[src/rtl/fifo_wr_ptr_cntrl.sv]
// Write-side pointer controller for an asynchronous FIFO.
// Keeps the binary write pointer, drives the memory write address/enable,
// publishes a Gray-coded pointer for the read-side synchronizer and derives
// full / almost-full / occupancy from the synchronized Gray read pointer.
// Optional sticky overflow flag (wovf): define FIFO_WR_OVF_FLAG_EN.
// Reset is synchronous and active-high.
module fifo_wr_ptr_cntrl #(
  parameter int unsigned ADDR_WIDTH   = 3,
  parameter int unsigned AFULL_THRESH = 6
) (
  input  logic                  clk,
  input  logic                  rst,
  input  logic                  winc,
  input  logic [ADDR_WIDTH:0]   wq2_rptr,
  output logic [ADDR_WIDTH-1:0] waddr,
  output logic                  wclken,
  output logic                  wfull,
  output logic [ADDR_WIDTH:0]   wptr,
  output logic                  wafull,
  output logic [ADDR_WIDTH:0]   wlevel
`ifdef FIFO_WR_OVF_FLAG_EN
  ,
  output logic                  wovf
`endif
);

  localparam int unsigned PtrW = ADDR_WIDTH + 1;

  // Full when the write pointer leads the read pointer by exactly one lap:
  // in Gray code that is the read pointer with its two MSBs inverted.
  localparam logic [ADDR_WIDTH:0] FullMask    = PtrW'(3) << (ADDR_WIDTH - 1);
  localparam logic [ADDR_WIDTH:0] AfullThresh = PtrW'(AFULL_THRESH);

  logic [ADDR_WIDTH:0] wbin_q, wbin_d;
  logic [ADDR_WIDTH:0] wptr_q, wptr_d;
  logic [ADDR_WIDTH:0] wlevel_q, wlevel_d;
  logic                wfull_q, wfull_d;
  logic                wafull_q, wafull_d;
  logic [ADDR_WIDTH:0] rbin;

  // Memory-side outputs come straight from registered state.
  always_comb begin
    waddr  = wbin_q[ADDR_WIDTH-1:0];
    wclken = winc & ~wfull_q;
    wptr   = wptr_q;
    wfull  = wfull_q;
    wafull = wafull_q;
    wlevel = wlevel_q;
  end

  // Next pointer, Gray encoding and flag/occupancy computation.
  always_comb begin
    rbin = '0;
    // Gray-to-binary: each binary bit is the XOR of all Gray bits at or above it.
    for (int unsigned i = 0; i < PtrW; i++) begin
      rbin[i] = ^(wq2_rptr >> i);
    end
    wbin_d   = wbin_q + {{ADDR_WIDTH{1'b0}}, wclken};
    wptr_d   = (wbin_d >> 1) ^ wbin_d;
    wfull_d  = (wptr_d == (wq2_rptr ^ FullMask));
    wlevel_d = wbin_d - rbin;
    wafull_d = (wlevel_d >= AfullThresh);
  end

  // Pointer and flag registers; synchronous reset wins over writes.
  always_ff @(posedge clk) begin
    if (rst) begin
      wbin_q   <= '0;
      wptr_q   <= '0;
      wlevel_q <= '0;
      wfull_q  <= 1'b0;
      wafull_q <= 1'b0;
    end else begin
      wbin_q   <= wbin_d;
      wptr_q   <= wptr_d;
      wlevel_q <= wlevel_d;
      wfull_q  <= wfull_d;
      wafull_q <= wafull_d;
    end
  end

`ifdef FIFO_WR_OVF_FLAG_EN
  logic wovf_q, wovf_d;

  // Sticky: any write attempt while full latches until reset.
  always_comb begin
    wovf_d = wovf_q | (winc & wfull_q);
    wovf   = wovf_q;
  end

  // Overflow flag register.
  always_ff @(posedge clk) begin
    if (rst) begin
      wovf_q <= 1'b0;
    end else begin
      wovf_q <= wovf_d;
    end
  end
`endif

endmodule

[config.mk]
export PLATFORM = sky130hd
export DESIGN_NAME = fifo_wr_ptr_cntrl
export DESIGN_NICKNAME = d
export VERILOG_FILES = /design/src/rtl/fifo_wr_ptr_cntrl.sv
export SDC_FILE = /design/constraint.sdc
export NUM_CORES = 1
export LEC_CHECK = 0
export ABC_AREA = 1
export BUFFER_PORTS_ARGS = -buffer_cell sky130_fd_sc_hd__buf_2
export CORE_ASPECT_RATIO = 1.1
export CORE_MARGIN = 1.5
export CORE_UTILIZATION = 31
export CTS_BUF_LIST = sky130_fd_sc_hd__clkbuf_16
export CTS_CLUSTER_DIAMETER = 150
export DETAILED_ROUTE_END_ITERATION = 8
export PLACE_DENSITY_LB_ADDON = 0.12
export SLEW_MARGIN = 25
export SYNTH_ARGS = -nofsm -noshare
export SYNTH_HDL_FRONTEND = slang
export SYNTH_SLANG_ARGS = --single-unit
[constraint.sdc]
create_clock -name clk -period 1.9 [get_ports clk]
set_input_delay 0.095 -clock clk [delete_from_list [all_inputs] [get_ports clk]]
set_output_delay 0.095 -clock clk [all_outputs]
set_load 0.03 [all_outputs]
# Word-level counts from Yosys, hierarchy flattened

Index checks and enable logic that the tools add are counted.

Add/subtract/negate cells: 2
Magnitude comparators: 1
Eq/ne operators: 1
Bitwise operators: 4
Reductions and logical operators: 4

Operators by type and width:

| kind                 | count |
|---|---|
| $reduce_xor A4 Y1    | 4 |
| $add A4 B1 Y4        | 1 |
| $eq A4 B4 Y1         | 1 |
| $ge A4 B3 Y1 const B | 1 |
| $sub A4 B4 Y4        | 1 |
| $xor A3 B4 Y4        | 1 |
| $not A2 Y2           | 1 |
| $and A1 B1 Y1        | 1 |
| $not A1 Y1           | 1 |

Register bits: 14
Input bits: 7
Output and inout port bits: 14
Word-level logic and storage cells: 17

# Depth between registers and ports, before layout

Depth after elaboration: 5
Mapped depth: 15

# Least setup slack after synthesis

OpenSTA, ideal clock, no wires.

Path type: register -> register
From: register wfull_q, in the netlist wfull
To: register wafull_q, in the netlist wafull
Arrival time: 2.456 ns
Required time: 1.785 ns
Path slack: -0.671 ns
Stages on the path, launching flop included: 13
Buffers on the path: 0
Cell sequence: dfxtp_1 > nor2_1 > ha_1 > ha_1 > nand2_1 > nand2_1 > inv_1 > ha_1 > a21oi_1 > nor2b_1 > nand3_1 > nand3_1 > nand2_1

Longest elaborated chain between the ends: 5

RTL lines:

| element                | line | RTL |
|---|---|---|
| start, declared        | 37   | `logic wfull_q, wfull_d;` |
| start signal, assigned | 77   | `wfull_q <= wfull_d;` |
| $not A1 Y1             | 44   | `wclken = winc & ~wfull_q;` |
| $and A1 B1 Y1          | 44   |  |
| named net wclken       | 16   | `output logic wclken,` |
| $add A4 B1 Y4          | 58   | `wbin_d = wbin_q + {{ADDR_WIDTH{1'b0}}, wclken};` |
| named net wbin_d[2]    | 34   | `logic [ADDR_WIDTH:0] wbin_q, wbin_d;` |
| $sub A4 B4 Y4          | 61   | `wlevel_d = wbin_d - rbin;` |
| $ge A4 B3 Y1           | 62   | `wafull_d = (wlevel_d >= AfullThresh);` |
| end signal, assigned   | 78   | `wafull_q <= wafull_d;` |
| end, declared          | 38   | `logic wafull_q, wafull_d;` |

The timed path passes the listed nets, and every way through them passes these cells.
A chain may end at the register's enable or synchronous reset.

# Final worst setup path

From: register wfull_q, in the netlist wfull
To: register wafull_q, in the netlist wafull

Longest elaborated chain between the ends: 5

RTL lines:

| element             | line |
|---|---|
| $not A1 Y1          | 44 |
| $and A1 B1 Y1       | 44 |
| $add A4 B1 Y4       | 58 |
| named net wbin_d[2] | 34 |
| $sub A4 B4 Y4       | 61 |
| $ge A4 B3 Y1        | 62 |

The timed path passes the listed nets, and every way through them passes these cells.

==> reports/qor.txt <==
Worst setup SP type: register
DR pass1 iterations: 4
Critical path data required time: 2.03 ns
TritonCTS clock tree: built
Total die area: 2550 sq um
Compound-gate portion of the synthesized area: 0.0214
Register bit total from synthesis: 13
Area growth syn-to-layout: 43.2%
GR Overflow Total: 0
Global-route wire length before repair: 2500 um
Hold Buf Count CTS: 0
Seq/Total Area, Yosys: 0.371
Wire per inst: 9.61 um
Crit. End Element: register
Clock buffer depth: 2
Crit Path Max Fanout: 3
Core area: 2060 sq um
Die H: 52.9 um
Total CTS buffers: 3
Post-route ant nets: 0
Post-Syn Area: 701 sq um
Placer congestion estimate: 0.751
VDD IR max: 0.564 mV
Crit Path Category: reg -> reg
Fin. max-slew vios: 0
RSZ-0062 raised after global routing: false
Simple-gate share of the synthesized area: 0.332
H-Tree Depth: 1
Pin count of the biggest net entering global routing: 12
IO buf count: 20
Cell variety after synth: 17
Crit share post-route: 0.940
Layout cells sized above 1: 0.341
Number of placed instances, taps included: 145
Clock-pin slew on the worst setup and hold paths: 0.04 ns
Nets@finish: 137
Root Buffer: clkbuf_16
Reg2Reg Launch Point: wfull
Status: finished clean
Max Freq: 560 MHz
Initial antenna violation count: 0
Routed WL: 1450 um
Initial core utilization: 0.340
Final setup violating endpoints: 0
Post-layout min period: 1.79 ns
Non-Filler Instances: 151
Routed vias: 646
Syn_nets: 110
Antenna diode count: 0
Clock skew: 0.00330 ns
I/O Pins: 21
Setup WS post-layout: 0.115 ns
GRT Overall Usage: 0.132
Row cnt: 17
Max Cap Viol: 0
Critical path startpoint: wfull
Die X: 48.3 um
PD cells: 1040 nW/um^2
Clk_lat worst skew: 0.24 ns
Vias in the first global route: 600
Synth Area in XOR/XNOR: 0.0714
Worst Path Arrival: 1.92 ns
Post-synthesis adder-cell area fraction: 0.118
Leakage power: 0.534 nW
Vias per cell: 4.28
# DRC: 0
Clock Sinks: 13
Post-synthesis mux area share: 0
Synth Warn #: 0
Slew HR: 0.810
Cells after synthesis: 97
Final Hold Viols: 0
Drt first-iter violations: 12
Hold WC Path Type: in -> reg
Main combinational cell family by area after synthesis: simple AND/OR/NAND/NOR gates
Placed wire-length estimate: 1160 um
Hold Startpoint: rst
Dpl ws: 0.0204 ns
Mapped Avg Cell Area: 7.22 sq um
Slew at the pin with the worst max-slew slack: 0.283 ns
-- state kept, by name, summed over array words and instances, names as in the netlist --
signal / flops
wlevel: 4
wafull: 1
wbin_q: 4
wfull: 1
wptr: 3
-- final cells by class --
type	instances	area, sq um
fillers	216	1060
multi-input cells	68	447
flip-flops and latches	13	264
repair buffers	23	123
clock buffers	3	75.1
inverters	15	56.3
well taps	28	35.0
clock inverters	1	3.75
-- cells by family (layout without fill, tap and decap cells) --
logic type,Yosys count,in the layout
and+or+nand+nor,55,55
buffers and inverters,16,42
DFF,13,13
adders and majority gates,6,6
xor gates and xnor gates,4,4
AOI/OAI and AO/OA,3,3
-- metal layers --
| layer | global-route usage | wire (um) | vias up |
|---|---|---|---|
| met4 | 0.0857 | 40 | 0 |
| li1 | - | - | 354 |
| met2 | 0.215 | 698 | 14 |
| met1 | 0.157 | 656 | 273 |
| met5 | 0 | 0 | - |
| met3 | 0.0311 | 56 | 5 |
-- worst paths after layout --
path          endpoint  slack (ns)  cells past startpoint
max             wafull        0.11                     13
min          wlevel[1]        0.16                      2
max reg2reg     wafull        0.11                     13
min reg2reg  wbin_q[3]        0.63                      3
-- repair_timing --
action                                  CTS  global route
setup buffers                             0             2
endpoints found under the setup margin    0             2
resized for setup                         0             3
-- worst max-delay path, cell delays in order (launching register included) --
cell and delay, ns:
dfxtp_4 0.34, nor2_4 0.10, ha_4 0.15, ha_4 0.13
inv_2 0.03, nand2_2 0.05, nand2_2 0.07, inv_2 0.07
ha_4 0.21, a21oi_2 0.14, nor2b_2 0.15, nand3_1 0.10
nand3_2 0.08, nand2_1 0.05
-- power by group --
| part | leakage, nW | switching [W] | internal [W] |
|---|---|---|---|
| Combinational | 0.383 | 0.000208 | 0.000119 |
| Clock | 0.0423 | 0.000110 | 0.000277 |
| Sequential | 0.108 | 0.0000138 | 0.000312 |
| Total | 0.534 | 0.000332 | 0.000708 |
-- Yosys cell counts --
cell type	number	area [sq um]
xor2_2	1	16.3
dfxtp_1	13	260
a21oi_1	2	10.0
nand3b_1	1	7.51
nor2b_1	1	6.26
nand2_1	26	97.6
nand3_1	10	50.1
and2_1	1	6.26
nand4_1	2	12.5
xor2_1	2	17.5
clkbuf_1	1	3.75
nor2_1	14	52.6
fa_1	1	20.0
ha_1	5	62.6
inv_1	15	56.3
o21ai_0	1	5.00
xnor2_2	1	16.3
-- per-stage QoR --
stage	hold WS, ns	total power, W	TNS [ns]	utilization	cell area (sq um)
6_report	0.161	0.00104	0	0.486	1000
5_1_grt	0.178	0.00111	0	0.486	1000
4_1_cts	0.161	0.00105	0	0.474	978
3_5_place_dp	0.406	0.000653	0	0.436	900
3_3_place_gp	0.412	0.000649	0	0.436	900
2_1_floorplan	0.283	0.000570	-0.0197	-	761
-- layout by cell type, fill, tap and decap left out --
cell and count:
a21oi_1 1, a21oi_2 1, and2_1 1, buf_2 20
buf_4 3, clkbuf_16 3, dfxtp_1 12, dfxtp_4 1
fa_2 1, ha_1 2, ha_4 3, inv_1 14
inv_2 2, nand2_1 23, nand2_2 3, nand3_1 9
nand3_2 1, nand3b_1 1, nand4_1 2, nor2_1 13
nor2_4 1, nor2b_2 1, o21ai_1 1, xnor2_2 1
xor2_1 2, xor2_2 1
No activity file was read; power rests on OpenSTA's default activity.
